File: src/rtl/issue_scoreboard_pkg.sv
// Shared constants, request structs and hazard helper for the issue scoreboard.
package issue_scoreboard_pkg;
  localparam int LAT_W = 3;
  localparam int NREG  = 32;
  localparam int REG_W = 5;

  localparam logic [LAT_W-1:0] LAT_NONE = '0;
  localparam logic [LAT_W-1:0] LAT_LOAD = LAT_W'(1);
  localparam logic [LAT_W-1:0] LAT_MUL  = LAT_W'(3);
  localparam logic [LAT_W-1:0] LAT_INF  = '1;
  localparam logic [REG_W-1:0] REG_ZERO = 5'd0;

  typedef struct packed {
    logic             fire;
    logic             dst_en;
    logic [REG_W-1:0] dst;
    logic [LAT_W-1:0] lat;
  } wr_req_t;

  typedef struct packed {
    logic             rs_en;
    logic [REG_W-1:0] rs;
    logic             rt_en;
    logic [REG_W-1:0] rt;
  } src_req_t;

  function automatic logic src_hit(input logic en, input logic [REG_W-1:0] a,
                                   input logic [NREG-1:0] busy);
    return en && (a != REG_ZERO) && busy[a];
  endfunction
endpackage

File: src/rtl/issue_scoreboard_if.sv
// Issue-stage <-> scoreboard bundle: write records, source queries, hazards.
interface issue_scoreboard_if;
  import issue_scoreboard_pkg::*;
  logic             flush;
  logic             stall_in;
  wr_req_t          first_wr;
  wr_req_t          second_wr;
  src_req_t         first_src;
  src_req_t         second_src;
  logic             first_valid;
  logic             long_done_en;
  logic [REG_W-1:0] long_done_addr;
  logic             first_hazard;
  logic             second_hazard;
  logic [NREG-1:0]  busy_vec;

  modport master (
    output flush, stall_in, first_wr, second_wr, first_src, second_src,
           first_valid, long_done_en, long_done_addr,
    input  first_hazard, second_hazard, busy_vec
  );
  modport slave (
    input  flush, stall_in, first_wr, second_wr, first_src, second_src,
           first_valid, long_done_en, long_done_addr,
    output first_hazard, second_hazard, busy_vec
  );
endinterface

File: src/rtl/issue_scoreboard_entry.sv
// One GPR countdown: cycles remaining before its pending write is forwardable.
module issue_scoreboard_entry
  import issue_scoreboard_pkg::*;
(
  input  logic             clk,
  input  logic             resetn,
  input  logic             flush,
  input  logic             stall,
  input  logic             wr_second,
  input  logic [LAT_W-1:0] lat_second,
  input  logic             wr_first,
  input  logic [LAT_W-1:0] lat_first,
  input  logic             done,
  output logic [LAT_W-1:0] cnt
);
  always_ff @(posedge clk) begin
    if (!resetn || flush) cnt <= LAT_NONE;
    else if (!stall) begin
      // younger slot wins a same-destination pair; a new issue beats long_done
      if (wr_second)                                  cnt <= lat_second;
      else if (wr_first)                              cnt <= lat_first;
      else if (done && cnt == LAT_INF)                cnt <= LAT_NONE;
      else if (cnt != LAT_NONE && cnt != LAT_INF)     cnt <= cnt - 1'b1;
    end
  end
endmodule

File: src/rtl/issue_scoreboard.sv
// Per-GPR forwardability scoreboard; raises issue hazards for the dual-issue pair.
module issue_scoreboard
  import issue_scoreboard_pkg::*;
(
  input  logic               clk,
  input  logic               resetn,
  issue_scoreboard_if.slave  sb
);
  logic [NREG-1:0][LAT_W-1:0] cnt;
  logic [NREG-1:0]            busy;

  assign cnt[0] = LAT_NONE;

  for (genvar r = 1; r < NREG; r++) begin : g_ent
    issue_scoreboard_entry u_ent (
      .clk        (clk),
      .resetn     (resetn),
      .flush      (sb.flush),
      .stall      (sb.stall_in),
      .wr_second  (sb.second_wr.fire && sb.second_wr.dst_en && (sb.second_wr.dst == REG_W'(r))),
      .lat_second (sb.second_wr.lat),
      .wr_first   (sb.first_wr.fire && sb.first_wr.dst_en && (sb.first_wr.dst == REG_W'(r))),
      .lat_first  (sb.first_wr.lat),
      .done       (sb.long_done_en && (sb.long_done_addr == REG_W'(r))),
      .cnt        (cnt[r])
    );
  end

  always_comb begin
    busy = '0;
    for (int r = 0; r < NREG; r++) busy[r] = |cnt[r];
  end

  logic first_h, pair_dep;

  // hazards depend on cnt and source/dst fields only, never on *_fire
  always_comb begin
    first_h  = src_hit(sb.first_src.rs_en, sb.first_src.rs, busy) |
               src_hit(sb.first_src.rt_en, sb.first_src.rt, busy);
    pair_dep = sb.first_valid && sb.first_wr.dst_en && (sb.first_wr.dst != REG_ZERO) &&
               ((sb.second_src.rs_en && sb.second_src.rs == sb.first_wr.dst) ||
                (sb.second_src.rt_en && sb.second_src.rt == sb.first_wr.dst));
  end

  assign sb.busy_vec      = busy;
  assign sb.first_hazard  = first_h;
  assign sb.second_hazard = first_h | pair_dep |
                            src_hit(sb.second_src.rs_en, sb.second_src.rs, busy) |
                            src_hit(sb.second_src.rt_en, sb.second_src.rt, busy);
endmodule

File: src/flat_wrapper.sv
// flat-port wrapper written by rule: the top's interface ports become plain ports
module issue_scoreboard_flat import issue_scoreboard_pkg::*;
  (clk, resetn, sb_flush, sb_stall_in, sb_first_wr, sb_second_wr, sb_first_src, sb_second_src, sb_first_valid, sb_long_done_en, sb_long_done_addr, sb_first_hazard, sb_second_hazard, sb_busy_vec);
  issue_scoreboard_if sb_i ();
  input  logic clk;
  input  logic resetn;
  input wire logic [$bits(sb_i.flush)-1:0] sb_flush;
  input wire logic [$bits(sb_i.stall_in)-1:0] sb_stall_in;
  input wire logic [$bits(sb_i.first_wr)-1:0] sb_first_wr;
  input wire logic [$bits(sb_i.second_wr)-1:0] sb_second_wr;
  input wire logic [$bits(sb_i.first_src)-1:0] sb_first_src;
  input wire logic [$bits(sb_i.second_src)-1:0] sb_second_src;
  input wire logic [$bits(sb_i.first_valid)-1:0] sb_first_valid;
  input wire logic [$bits(sb_i.long_done_en)-1:0] sb_long_done_en;
  input wire logic [$bits(sb_i.long_done_addr)-1:0] sb_long_done_addr;
  output wire logic [$bits(sb_i.first_hazard)-1:0] sb_first_hazard;
  output wire logic [$bits(sb_i.second_hazard)-1:0] sb_second_hazard;
  output wire logic [$bits(sb_i.busy_vec)-1:0] sb_busy_vec;
  assign sb_i.flush = sb_flush;
  assign sb_i.stall_in = sb_stall_in;
  assign sb_i.first_wr = sb_first_wr;
  assign sb_i.second_wr = sb_second_wr;
  assign sb_i.first_src = sb_first_src;
  assign sb_i.second_src = sb_second_src;
  assign sb_i.first_valid = sb_first_valid;
  assign sb_i.long_done_en = sb_long_done_en;
  assign sb_i.long_done_addr = sb_long_done_addr;
  assign sb_first_hazard = sb_i.first_hazard;
  assign sb_second_hazard = sb_i.second_hazard;
  assign sb_busy_vec = sb_i.busy_vec;
  issue_scoreboard u_core (.clk(clk), .resetn(resetn), .sb(sb_i));
endmodule
File: config.mk
export PLATFORM = sky130hd
export DESIGN_NAME = issue_scoreboard_flat
export DESIGN_NICKNAME = d
export VERILOG_FILES = /design/src/rtl/issue_scoreboard_pkg.sv /design/src/rtl/issue_scoreboard_if.sv /design/src/rtl/issue_scoreboard_entry.sv /design/src/rtl/issue_scoreboard.sv /design/src/flat_wrapper.sv
export SDC_FILE = /design/constraint.sdc
export NUM_CORES = 1
export LEC_CHECK = 0
export BUFFER_PORTS_ARGS = -buffer_cell sky130_fd_sc_hd__buf_2
export CAP_MARGIN = 15
export CORE_ASPECT_RATIO = 0.5
export CORE_MARGIN = 2
export CORE_UTILIZATION = 55
export CTS_CLUSTER_SIZE = 12
export DETAILED_ROUTE_END_ITERATION = 7
export PLACE_DENSITY = 0.82
export SYNTH_ARGS = -nofsm -noshare
export SYNTH_HDL_FRONTEND = slang
export SYNTH_HIERARCHICAL = 1
export SYNTH_SLANG_ARGS = --single-unit
File: constraint.sdc
create_clock -name clk -period 4.25 [get_ports clk]
set_input_delay 0.2125 -clock clk [delete_from_list [all_inputs] [get_ports clk]]
set_output_delay 0.2125 -clock clk [all_outputs]
set_load 0.005 [all_outputs]
## Yosys cells after proc, flatten, opt, wreduce, memory -nomap -nowiden

Cells that the tools add are included.

| word-level totals | value |
|---|---|
| word-level logic and storage cells | 662 |
| bits in registers | 93 |

| cells by class | value |
|---|---|
| $add $sub $neg | 31 |
| order comparisons | 4 |
| reductions and logical operators | 302 |
| bitwise operators | 5 |
| eq/ne operators | 157 |
| mux-type cells | 132 |

Operators by type and width:

| kind | number |
|---|---|
| $mux 3 | 124 |
| $eq 5x5->1 const B | 48 |
| $logic_and 1x1->1 | 170 |
| $reduce_bool 4->1 | 31 |
| $eq 5x4->1 const B | 24 |
| $eq 3x3->1 const B | 31 |
| $ne 3x3->1 const B | 31 |
| $reduce_bool 3->1 | 31 |
| $reduce_or 3->1 | 31 |
| $sub 3x1->3 const B | 31 |
| $reduce_and 2->1 | 31 |
| $eq 5x3->1 const B | 12 |
| $eq 5x2->1 const B | 6 |
| $reduce_bool 5->1 | 5 |
| $lt 5x6->1 const B | 4 |
| $bmux 1 s5 | 4 |
| $eq 5x1->1 const B | 3 |
| $eq 5x5->1 | 2 |
| $mux 1 | 4 |
| $or 1x1->1 | 4 |
| $logic_or 1x1->1 | 2 |
| $logic_not 1->1 | 1 |
| $not 1->1 | 1 |

## Depth between registers and ports, before layout

Gate-level depths: netlist of run 1.

| logic depth | value |
|---|---|
| depth after elaboration | 8 |
| mapped depth | 8 |
| gate-level depth less buffers | 8 |

## By module

Netlist of run 1, hierarchy kept.

Modules (own cells, without submodules):

| module | instances | cells each | area an instance (um2) |
|---|---|---|---|
| issue_scoreboard_entry | 31 | 27 | 251.5 |
| issue_scoreboard | 1 | 383 | 2339.7 |

## Least setup slack after synthesis of run 1

Ideal clock, no wire load.

| timing path | value |
|---|---|
| kind | reg2out |
| from | reg u_core.g_ent[3].u_ent.cnt[1] |
| to | out sb_second_hazard |
| path slack | 2.151 ns |
| stages on the path, launching flop included | 8 |
| data arrival time | 1.887 ns |
| cell sequence | dfxtp_1 -> or3_1 -> buf_2 -> mux4_2 -> a211oi_2 -> a2bb2oi_1 -> a32oi_2 -> o311ai_1 |

| on the way | value |
|---|---|
| word-level cells in the longest chain between the ends | 8 |
| elaborated cells between the ends (all ways) | 17 |
| those cells by class | 8 x mux; 4 x bitwise; 5 x reduce/logical |

Ends and longest elaborated chain:

| what | line | text |
|---|---|---|
| from (decl) | issue_scoreboard_entry.sv:14 | `output logic [LAT_W-1:0] cnt` |
| from (signal assigned) | issue_scoreboard_entry.sv:20 | `if (wr_second) cnt <= lat_second;` |
| from (signal assigned) | issue_scoreboard_entry.sv:21 | `else if (wr_first) cnt <= lat_first;` |
| from (signal assigned) | issue_scoreboard_entry.sv:23 | `else if (cnt != LAT_NONE && cnt != LAT_INF) cnt <= cnt - 1'b1;` |
| $reduce_or 3->1 (*) | issue_scoreboard.sv:31 | `for (int r = 0; r < NREG; r++) busy[r] = \|cnt[r];` |
| net sb_busy_vec[3] | flat_wrapper.sv:18 | `output wire logic [$bits(sb_i.busy_vec)-1:0] sb_busy_vec;` |
| $bmux 1 s5 | issue_scoreboard_pkg.sv:29 | `return en && (a != REG_ZERO) && busy[a];` |
| $mux 1 (not written as such) | issue_scoreboard_pkg.sv:29 |  |
| $logic_and 1x1->1 | issue_scoreboard_pkg.sv:29 |  |
| $or 1x1->1 | issue_scoreboard.sv:38 | `first_h = src_hit(sb.first_src.rs_en, sb.first_src.rs, busy) \|` |
| $or 1x1->1 (2 in a row) | issue_scoreboard.sv:47 | `assign sb.second_hazard = first_h \| pair_dep \|` |
| $or 1x1->1 (*) | issue_scoreboard.sv:48 | `src_hit(sb.second_src.rs_en, sb.second_src.rs, busy) \|` |
| to (decl) | flat_wrapper.sv:17 | `output wire logic [$bits(sb_i.second_hazard)-1:0] sb_second_hazard;` |

Mark *: on every way through the listed nets, which the timed path passes. The rest lies on a longest branch. The select of a mux whose other input is x is not followed.

## Worst setup path after layout of run 1

| timing path | value |
|---|---|
| from | reg u_core.g_ent[16].u_ent.cnt[1] |
| to | out sb_second_hazard |

| on the way | value |
|---|---|
| word-level cells in the longest chain between the ends | 8 |
| elaborated cells between the ends (all ways) | 17 |
| those cells by class | 8 x mux; 4 x bitwise; 5 x reduce/logical |

Ends and longest elaborated chain:

| what | line |
|---|---|
| from (decl) | issue_scoreboard_entry.sv:14 |
| from (signal assigned) | issue_scoreboard_entry.sv:20 |
| from (signal assigned) | issue_scoreboard_entry.sv:21 |
| from (signal assigned) | issue_scoreboard_entry.sv:23 |
| $reduce_or 3->1 (*) | issue_scoreboard.sv:31 |
| $bmux 1 s5 | issue_scoreboard_pkg.sv:29 |
| $mux 1 (not written as such) | issue_scoreboard_pkg.sv:29 |
| $logic_and 1x1->1 | issue_scoreboard_pkg.sv:29 |
| $or 1x1->1 | issue_scoreboard.sv:38 |
| $or 1x1->1 (2 in a row) | issue_scoreboard.sv:47 |
| $or 1x1->1 (*) | issue_scoreboard.sv:48 |

Mark *: on every way between the ends. The rest lies on a longest branch, timed or not. The select of a mux whose other input is x is not followed.

==> summary.md, run 1 <==
| Metric | Value |
|---|---|
| Hold Buf Count CTS | `0` |
| Pre-antenna DRT Iters | `6` |
| Width of the die | `approximately 200 microns` |
| Status | `complete, no violations` |
| Synth area leaders | `dfxtp_1, ha_1, or2b_1` |
| Clock sink count | `93` |
| First-pass GRT wire length | `roughly 53000 microns` |
| Largest registers | `u_core/g_ent.u_ent/cnt: 93 flops` |
| Vias in the first global route | `between 10000 and 15000` |
| Mapped Nets | `approximately 1400` |
| Post-synthesis simple-gate area fraction | `29.07%` |
| Unrepaired setup endpoints after global routing | `no` |
| Fin nets | `1435` |
| GP Congestion | `a little over 1` |
| Die area | `between 15000 and 20000 sq um` |
| Post-DRT Antenna Nets | `0` |
| Setup TNS Final | `0 ps` |
| Largest family of logic cells by synthesized area | `simple AND/OR/NAND/NOR gates` |
| TritonCTS Buffers | `9` |
| Crit path DAT | `2670 ps` |
| Placed cell count | `approximately 1500` |
| Setup Fix Bufs, Post-CTS | `0` |
| WL per Instance | `roughly 23 microns` |
| Yosys cell types | `60` |
| Clock latency at the later pin of the worst-skew pair | `~350 ps` |
| # diodes | `0` |
| Vias | `about 11000` |
| Final worst path period need | `~2900 ps` |
| Final WL | `35280 microns` |
| CP Capture Type | `output pin` |
| Area leader, netlist | `dfxtp_1` |
| Critical path type | `reg2out` |
| Vias per cell | `approximately 7.2` |
| Sequential area share after synthesis | `about 18%` |
| # DRC | `0` |
| Worst Max-Slew Pin Slew | `around 1200 ps` |
| Power Total | `roughly 2100 uW` |
| Area Growth Syn to Fin | `8.715%` |
| Cells after synthesis | `between 1000 and 1500` |
| DR iter-0 viols | `approximately 1600` |
| Fin Hold WS | `around 530 ps` |
| Final Hold Vio Count | `0` |
| Root Driver | `clkbuf_16` |
| Post-synth top area share | `between 10% and 20%` |
| # IOs | `89` |
| CTS clock-pin slew for the worst setup and hold paths | `~70 ps` |
| Hold Crit Class | `reg2reg` |
| Height of the die | `99.99 microns` |
| Reg with most FFs | `u_core/g_ent.u_ent/cnt` |
| Commonest non-fill, non-tap cells in the layout | `nor2_1, o21ai_0, a21oi_1` |
| Largest net degree at the start of global routing | `63` |
| Leak Pwr | `around 0.0043 uW` |
| Fin crit share | `between 60% and 70%` |
| Peak supply drop | `between 0.00015 and 0.0002 V` |
| DP Wirelength | `24260 microns` |
| R2R Setup Slk | `roughly 2400 ps` |
| Multiplexer share of the synthesized area | `under 10%` |
| Post-CTS sizing | `0` |
| Max reg flops | `93` |
| Final Max Tran Viols | `0` |
| Fillers | `around 1500` |
| Starting Density | `between 50% and 60%` |
| Layout cells sized above 1 | `between 10% and 20%` |
| Relative slew slack | `19.86%` |
| CTS Buffer Depth | `2` |
| Post-Syn Area per Cell | `just over 8 sq um` |
| Post-synth ARST share | `0%` |
| Post-Syn Area | `between 10000 and 15000 sq um` |
| Max-cap violations | `0` |
| Initial antenna violation count | `0` |
| Synth Register Bits | `93` |
| Setup Skew | `7.684 ps` |
| Crit path launch type | `register` |
| Final core occ | `60.49%` |
| FMAX | `0.3474 GHz` |
| YS warnings | `6` |
| Grt total ovfl | `0` |
| Synth Area in XOR/XNOR | `3.543%` |
| CP max FO | `5` |
| Gr usage total | `34.59%` |
| I/O Buffers | `just under 90` |
| Post-synth EDFFs | `0` |
| Final Non-Filler Cells | `1532` |
| Ys flop type | `dfxtp_1` |
| Post-Synth Adder-Cell Area | `a little under an eighth` |
| Commonest non-fill, non-tap cell in the layout | `nor2_1` |
| Row cnt | `35` |
| Pwr per Cell Area | `188.8 nW/um^2` |
| H-tree lvl count | `3` |
| Post-synthesis compound-gate area fraction | `roughly 28%` |
| WP data required | `4040 ps` |
| CTS tree | `built` |
| Setup violators final | `0` |
| Core ar. | `approximately 18000 sq um` |
==> path summary, 6_finish.rpt <==
check | startpoint | end | cells past startpoint
worst min register to register | u_core/g_ent[7].u_ent/cnt[1] | u_core/g_ent[7].u_ent/cnt[1] | 1
worst max register to register | u_core/g_ent[5].u_ent/cnt[0] | u_core/g_ent[5].u_ent/cnt[1] | 6
worst max-delay path | u_core/g_ent[16].u_ent/cnt[1] | sb_second_hazard | 7
worst min-delay path | u_core/g_ent[7].u_ent/cnt[1] | u_core/g_ent[7].u_ent/cnt[1] | 1
==> synth_stat cells (11+ instances only) <==
| cell type | count |
|---|---|
| a21oi_1 | 96 |
| a311oi_1 | 32 |
| a31o_2 | 31 |
| a32o_1 | 62 |
| a32o_2 | 31 |
| and3b_1 | 32 |
| clkbuf_1 | 23 |
| dfxtp_1 | 93 |
| ha_1 | 93 |
| inv_1 | 83 |
| mux2i_1 | 18 |
| mux4_2 | 13 |
| nand2_1 | 28 |
| nand3_1 | 11 |
| nor2_1 | 103 |
| nor3_1 | 48 |
| nor3b_1 | 32 |
| nor4_1 | 19 |
| nor4b_2 | 31 |
| o21ai_0 | 96 |
| or2b_1 | 93 |
| or3_1 | 17 |
| xnor2_1 | 33 |
==> metrics by stage <==
step	setup WS (ps)	cell area (sq um)
5_1_grt	1276	11020
3_5_place_dp	1838	10740
3_3_place_gp	1886	10740
6_report	1372	11020
4_1_cts	1463	11020
2_1_floorplan	2151	10140
==> layout make-up <==
| class | count | area, sq um | share of cell area, % |
|---|---|---|---|
| clock inverters | 7 | 50.05 | 0.4542 |
| flip-flops and latches | 93 | 1862 | 16.90 |
| multi-input cells | 1009 | 7819 | 70.96 |
| inverters | 87 | 327.8 | 2.975 |
| clock buffers | 9 | 225.2 | 2.044 |
| well taps | 240 | 300.3 | 2.725 |
| repair buffers | 87 | 435.4 | 3.951 |
==> routing by layer <==
metal	part of all wire, %	vias to the layer above	global-route usage, %
met2	43	821	54.37
met1	38	5216	42.78
met3	13	207	9.073
met4	6.6	0	21.62
li1	-	4811	-
met5	0	-	1.235
==> cells by family (layout without fill, tap and decap cells) <==
family | Yosys count | after routing
other cells | 1 | 1
compound gates | 389 | 389
buf+inv | 118 | 190
flops | 93 | 93
fa+ha+maj | 93 | 93
simple gates | 451 | 451
mux | 34 | 34
xor+xnor | 41 | 41
==> power by group <==
group / leakage (uW) / switching, uW / internal, uW / total (uW)
sequential: 0.000749 / 10.7 / 877 / 888
combinational: 0.00340 / 271 / 128 / 399
clock: 0.000140 / 392 / 401 / 793
total: 0.00429 / 674 / 1410 / 2080
==> critical path, stage by stage (launching register included) <==
cell and delay, ps:
dfxtp_1 360, nor3_1 540, mux2i_1 150, a2111oi_0 580, a21oi_2 130, a32oi_2 270
o311ai_1 130, buf_2 160
Note: power is estimated with default switching activity, not from simulation.
==> run 2: changes to the inputs <==
PLACE_DENSITY = 0.85   (was 0.82)
clock period = 2.46 ns   (was 4.25 ns; I/O delays follow)
==> run 2 against run 1 <==
The flow now finishes with violations (negative setup slack). Via count increased by 2.1%. Clock power grew 74%. First-iteration DRC count rose by 6.4%. Largest power group unchanged.
==> summary.md, run 2 (same netlist as run 1, synthesis figures left out) <==
| Metric | Value |
|---|---|
| CP Capture Type | `output pin` |
| Fin Hold WS | `~520 ps` |
| Final Max Tran Viols | `0` |
| Post-DRT Antenna Nets | `0` |
| Final Hold Vio Count | `0` |
| Crit path launch type | `register` |
| Crit path DAT | `between 2000 and 3000 ps` |
| Area Growth Syn to Fin | `13.07%` |
| Hold Crit Class | `in2reg` |
| Largest registers | `u_core/g_ent.u_ent/cnt: 93 flops` |
| Critical path's slowest cell | `a2111oi_1` |
| Core ar. | `roughly 18000 sq um` |
| Placed cell count | `about 1500` |
| Unrepaired setup endpoints after global routing | `yes` |
| Vias | `between 10000 and 15000` |
| Setup violators final | `2` |
| DR iter-0 viols | `about 1700` |
| Crit path from | `u_core/g_ent[22].u_ent/cnt[2]` |
| CP Cell Sequence | `nor4_1 -> a2111oi_0 -> a2111oi_1 -> a21oi_2 -> a32oi_2 -> o311ai_1 -> buf_2` |
| Number of stages on the worst hold path | `4` |
| Max-cap violations | `0` |
| H-tree lvl count | `3` |
| CTS clock-pin slew for the worst setup and hold paths | `~80 ps` |
| CTS tree | `built` |
| Layout cells sized above 1 | `22.40%` |
| DP Area | `around 11000 sq um` |
| Relative slew slack | `roughly 40%` |
| Cells on worst reg2reg path | `6` |
| Clock latency at the later pin of the worst-skew pair | `approximately 360 ps` |
| Critical path depth | `7` |
| Hold Buf Count CTS | `0` |
| Final WL | `approximately 36000 microns` |
| Worst reg2reg startpoint | `u_core/g_ent[28].u_ent/cnt[0]` |
| CP max FO | `7` |
| Largest net degree at the start of global routing | `63` |
| Pwr per Cell Area | `between 300 and 400 nW/um^2` |
| Pre-antenna DRT Iters | `7` |
| Height of the die | `99.99 microns` |
| Grt total ovfl | `0` |
| Fin nets | `1469` |
| Gr usage total | `around 35%` |
| Critical R2R Capture | `u_core/g_ent[28].u_ent/cnt[1]` |
| Worst Max-Slew Pin Slew | `893.1 ps` |
| # diodes | `0` |
| Status | `finished with violations` |
| Highest metal used | `met4` |
| Final Non-Filler Cells | `1566` |
| Setup TNS Final | `-259.4 ps` |
| Peak supply drop | `between 0.0002 and 0.0003 V` |
| FMAX | `~0.38 GHz` |
| Initial antenna violation count | `0` |
| Starting Density | `between 50 and 60%` |
| Final worst path period need | `~2600 ps` |
| First-pass GRT wire length | `55290 microns` |
| Place WS | `about 150 ps` |
| Vias per cell | `just over 7` |
| Critical path type | `reg2out` |
| Worst Setup EP | `sb_second_hazard` |
| TritonCTS Buffers | `9` |
| DP Wirelength | `approximately 25000 microns` |
| Row cnt | `35` |
| WP buf/inv | `1` |
| Design Area, Final | `11460 sq um` |
| Setup Skew | `roughly 7.9 ps` |
| Fin crit share | `107.2%` |
| Die area | `about 20000 sq um` |
| # DRC | `0` |
| Clock sink count | `93` |
| Failing checks | `negative setup slack` |
| Leak Pwr | `0.004456 uW` |
| PnR worst setup slack | `-177.7 ps` |
| Crit-path max cell delay | `around 530 ps` |
| Root Driver | `clkbuf_16` |
| Commonest non-fill, non-tap cells in the layout | `nor2_1, o21ai_0, a21oi_1, or2b_1, ha_1` |
| R2R Setup Slk | `a little over 600 ps` |
| WP data required | `2340 ps` |
| Vias in the first global route | `around 11000` |
| Routed length on met1 | `13500 microns` |
| Width of the die | `between 150 and 200 microns` |
| Commonest non-fill, non-tap cell in the layout | `nor2_1` |
| CTS Buffer Depth | `2` |
| WL per Instance | `about 23 microns` |
| # IOs | `between 80 and 90` |
| Max reg flops | `93` |
| Met2 WL post-DR | `around 16000 microns` |
| Reg with most FFs | `u_core/g_ent.u_ent/cnt` |
| GP Congestion | `~1.0` |
| I/O Buffers | `87` |
| CP top delay family | `compound AO/OA/AOI/OAI gates` |
| Routed wl met3 | `about 4800 microns` |
[run 2: changes by cell type in the layout (fill, tap and decap cells not counted), moves of 3 or more]
cell and change:
or3_4 +15, buf_4 +32, or3_1 -15, nor3_1 -7
clkinvlp_4 +3, dfxtp_2 +16, nor3_2 +7, dfxtp_1 -18
[run 2: where the power goes]
group          internal (uW)  leakage (uW)  switching, uW
Clock                    715      0.000128            663
Sequential              1510      0.000759           17.7
Combinational            244       0.00357            478
Total                   2470       0.00446           1160
[run 2: stage by stage]
step	power, uW	util (%)
2_1_floorplan	1912	-
3_3_place_gp	2218	60.31
3_5_place_dp	2233	60.31
4_1_cts	3597	62.75
5_1_grt	3720	62.91
6_report	3632	62.91
[run 2: how the worst min path moves through the flow]
stage | to | slack, ps | from
2_1_floorplan | u_core/g_ent[10].u_ent/cnt[1] | 360 | sb_second_wr[1]
3_3_place_gp | u_core/g_ent[14].u_ent/cnt[1] | 500 | u_core/g_ent[14].u_ent/cnt[1]
3_5_place_dp | u_core/g_ent[10].u_ent/cnt[1] | 510 | u_core/g_ent[10].u_ent/cnt[1]
4_1_cts | u_core/g_ent[24].u_ent/cnt[0] | 500 | resetn
5_1_grt | u_core/g_ent[3].u_ent/cnt[1] | 520 | u_core/g_ent[3].u_ent/cnt[1]
6_report | u_core/g_ent[24].u_ent/cnt[0] | 520 | resetn
[run 2: area by class of cell]
| type | count | area, sq um |
|---|---|---|
| Sequential cell | 93 | 1889 |
| Inverter | 87 | 327.8 |
| Clock inverter | 5 | 36.28 |
| Multi-Input combinational cell | 1009 | 7949 |
| Clock buffer | 11 | 242.7 |
| Fill cell | 1487 | 6756 |
| Tap cell | 240 | 300.3 |
| Timing Repair Buffer | 121 | 715.7 |
[run 2: layer usage]
layer / global-route usage (%) / up-vias
li1: - / 4873
met1: 43.85 / 5269
met2: 56.99 / 925
met3: 9.106 / 222
met4: 20.34 / 0
met5: 0 / -
[run 2: worst reg2reg max path, stage by stage, from the launching register on]
cell      delay, ps
dfxtp_1         440
inv_1           100
ha_1            200
nor4b_2         160
a311oi_1        410
and3b_1         290
a32o_2          200
[run 2: timing repair]
item                                   4_1_cts  5_1_grt
gates resized for setup                     40        7
pin swaps                                    8        0
setup endpoints to repair                    2        2
setup buffers                                4        1
endpoints found under the hold margin        0        0
==> run 3: changes to the inputs <==
MAX_ROUTING_LAYER = met4   (was unset)
==> run 3 against run 2 <==
The run still ends with negative setup slack left. Worst setup slack improved by 33 ps. Sequential cell count did not move. Hold slack improved by 6.1 ps. Combinational power rose by 0.7%. Total power rose by 2.3%. Cell area barely moved. Global-route usage rose by 2.6 points. Largest power group unchanged.
==> summary.md, run 3 (same netlist as run 1, synthesis figures left out) <==
| Metric | Value |
|---|---|
| Met2 WL post-DR | `around 16000 microns` |
| Vias in the first global route | `10810` |
| Leak Pwr | `roughly 0.0045 uW` |
| Pwr per Cell Area | `between 300 and 400 nW/um^2` |
| Number of stages on the worst hold path | `1` |
| Gr usage total | `between 30% and 40%` |
| H-tree lvl count | `3` |
| Clock latency at the later pin of the worst-skew pair | `approximately 360 ps` |
| DR iter-0 viols | `between 1500 and 2000` |
| # IOs | `between 80 and 90` |
| Cell Int Power | `2543 uW` |
| Final worst path period need | `2605 ps` |
| Power Total | `around 3700 uW` |
| Worst reg2reg startpoint | `u_core/g_ent[13].u_ent/cnt[0]` |
| PnR worst setup slack | `-144.6 ps` |
| Commonest non-fill, non-tap cell in the layout | `nor2_1` |
| Starting Density | `a little under three fifths` |
| Layout cells sized above 1 | `22.11%` |
| Vias per cell | `7.274` |
| CTS clock-pin slew for the worst setup and hold paths | `approximately 70 ps` |
| Grt total ovfl | `0` |
| Initial antenna violation count | `0` |
| Peak supply drop | `between 0.0002 and 0.0003 V` |
| Final Max Tran Viols | `0` |
| Area Growth Syn to Fin | `13.13%` |
| Fin Hold WS | `between 500 and 600 ps` |
| FMAX | `between 0.3 and 0.4 GHz` |
| Status | `finished with violations` |
| CTS Buffer Depth | `2` |
| WP data required | `between 2000 and 2500 ps` |
| CTS tree | `built` |
| GP Congestion | `1.052` |
| Crit path DAT | `2480 ps` |
| CP max FO | `4` |
| Width of the die | `196.0 microns` |
| Cells on worst reg2reg path | `6` |
| Place WS | `between 150 and 200 ps` |
| Critical path type | `reg2out` |
| Clock power frac | `39.2%` |
| Setup TNS Final | `-202.8 ps` |
| I/O Buffers | `87` |
| First-pass GRT wire length | `roughly 57000 microns` |
| Setup violators final | `2` |
| Core ar. | `18220 sq um` |
| Final Hold Vio Count | `0` |
| Crit path launch type | `register` |
| Row cnt | `35` |
| Routed length on met1 | `13760 microns` |
| Failing checks | `negative setup slack` |
| Reg with most FFs | `u_core/g_ent.u_ent/cnt` |
| Unrepaired setup endpoints after global routing | `yes` |
| R2R Setup Slk | `~610 ps` |
| Die area | `19600 sq um` |
| Max-cap violations | `0` |
| Psw | `~1200 uW` |
| Reg power frac | `between 40% and 50%` |
| Largest net degree at the start of global routing | `between 60 and 70` |
| Critical R2R Capture | `u_core/g_ent[13].u_ent/cnt[0]` |
| Height of the die | `99.99 microns` |
| Post-DRT Antenna Nets | `0` |
| Pre-antenna DRT Iters | `7` |
| DP Wirelength | `25400 microns` |
| Hold Crit Class | `reg2reg` |
| Relative slew slack | `36.86%` |
| Routed wl met3 | `between 5000 and 6000 microns` |
| Worst Max-Slew Pin Slew | `~950 ps` |
| Highest metal used | `met4` |
| Root Driver | `clkbuf_16` |
| WL per Instance | `23.95 microns` |
| Sw Ratio | `a little under a third` |
| Fin crit share | `105.9%` |
| Final WL | `37630 microns` |
| Setup Skew | `around 14 ps` |
| CP Capture Type | `output pin` |
| WHS Endpoint | `u_core/g_ent[7].u_ent/cnt[1]` |
| Logic pwr share | `around 20%` |
| Design Area, Final | `approximately 11000 sq um` |
| Hold Path Origin | `u_core/g_ent[7].u_ent/cnt[1]` |
| Commonest non-fill, non-tap cells in the layout | `nor2_1, o21ai_0, a21oi_1, or2b_1, ha_1` |
| TritonCTS Buffers | `9` |
| DP Area | `roughly 11000 sq um` |
| Max reg flops | `just over 90` |
| # DRC | `0` |
| Vias | `around 11000` |
| Fin nets | `about 1500` |
| Clock sink count | `93` |
| Largest registers | `u_core/g_ent.u_ent/cnt: 93 flops` |
-- run 3: how the worst max path moves through the flow --
| stage | from | endpoint | slack [ps] | cells past startpoint |
|---|---|---|---|---|
| after CTS | u_core/g_ent[7].u_ent/cnt[0] | sb_second_hazard | -100 | 7 |
| final | u_core/g_ent[7].u_ent/cnt[0] | sb_second_hazard | -140 | 7 |
| after floorplan | u_core/g_ent[3].u_ent/cnt[1] | sb_second_hazard | 450 | 7 |
| after global placement | u_core/g_ent[3].u_ent/cnt[1] | sb_second_hazard | 190 | 7 |
| after detailed placement | u_core/g_ent[3].u_ent/cnt[1] | sb_second_hazard | 180 | 7 |
| after global routing | u_core/g_ent[5].u_ent/cnt[1] | sb_second_hazard | -200 | 7 |
-- run 3: metrics by stage --
step / util, % / instances
6_report: 62.95 / 1571
2_1_floorplan: - / 1220
3_3_place_gp: 60.41 / 1549
3_5_place_dp: 60.41 / 1549
4_1_cts: 62.57 / 1568
5_1_grt: 62.93 / 1570
-- run 3: what timing repair did --
action,CTS,global route
endpoints found under the hold margin,0,0
cloned,0,0
buffers inserted,3,2
pin swaps,5,0
resized for setup,22,19
hold buffers,0,0
setup endpoints to repair,2,2
-- run 3: final cells by class --
| cell class | instances | area [sq um] |
|---|---|---|
| multi-input cells | 1009 | 7924 |
| fillers | 1460 | 6750 |
| flip-flops and latches | 93 | 1887 |
| repair buffers | 125 | 733.2 |
| inverters | 87 | 327.8 |
| well taps | 240 | 300.3 |
| clock buffers | 10 | 229.0 |
| clock inverters | 6 | 63.81 |
| diodes | 1 | 2.502 |
-- run 3: per-layer routing --
| metal | vias to the layer above | track usage, % |
|---|---|---|
| met4 | 0 | 24.83 |
| li1 | 4893 | - |
| met2 | 985 | 58.36 |
| met5 | - | - |
| met1 | 5303 | 44.80 |
| met3 | 246 | 9.845 |
-- run 3: power groups by stage --
stage | sequential [uW] | clock, uW | combinational (uW)
6_report | 1530 | 1460 | 727
5_1_grt | 1530 | 1520 | 746
4_1_cts | 1530 | 1460 | 676
3_5_place_dp | 1570 | 0 | 666
3_3_place_gp | 1570 | 0 | 655
2_1_floorplan | 1560 | 0 | 348
-- run 3: critical path, stage by stage, from the launching register on --
cell and delay [ps]:
dfxtp_4 340, or3_4 410, mux4_2 490, a211oi_2 270
a2bb2oi_2 100, a32oi_2 240, o311ai_1 120, buf_2 160
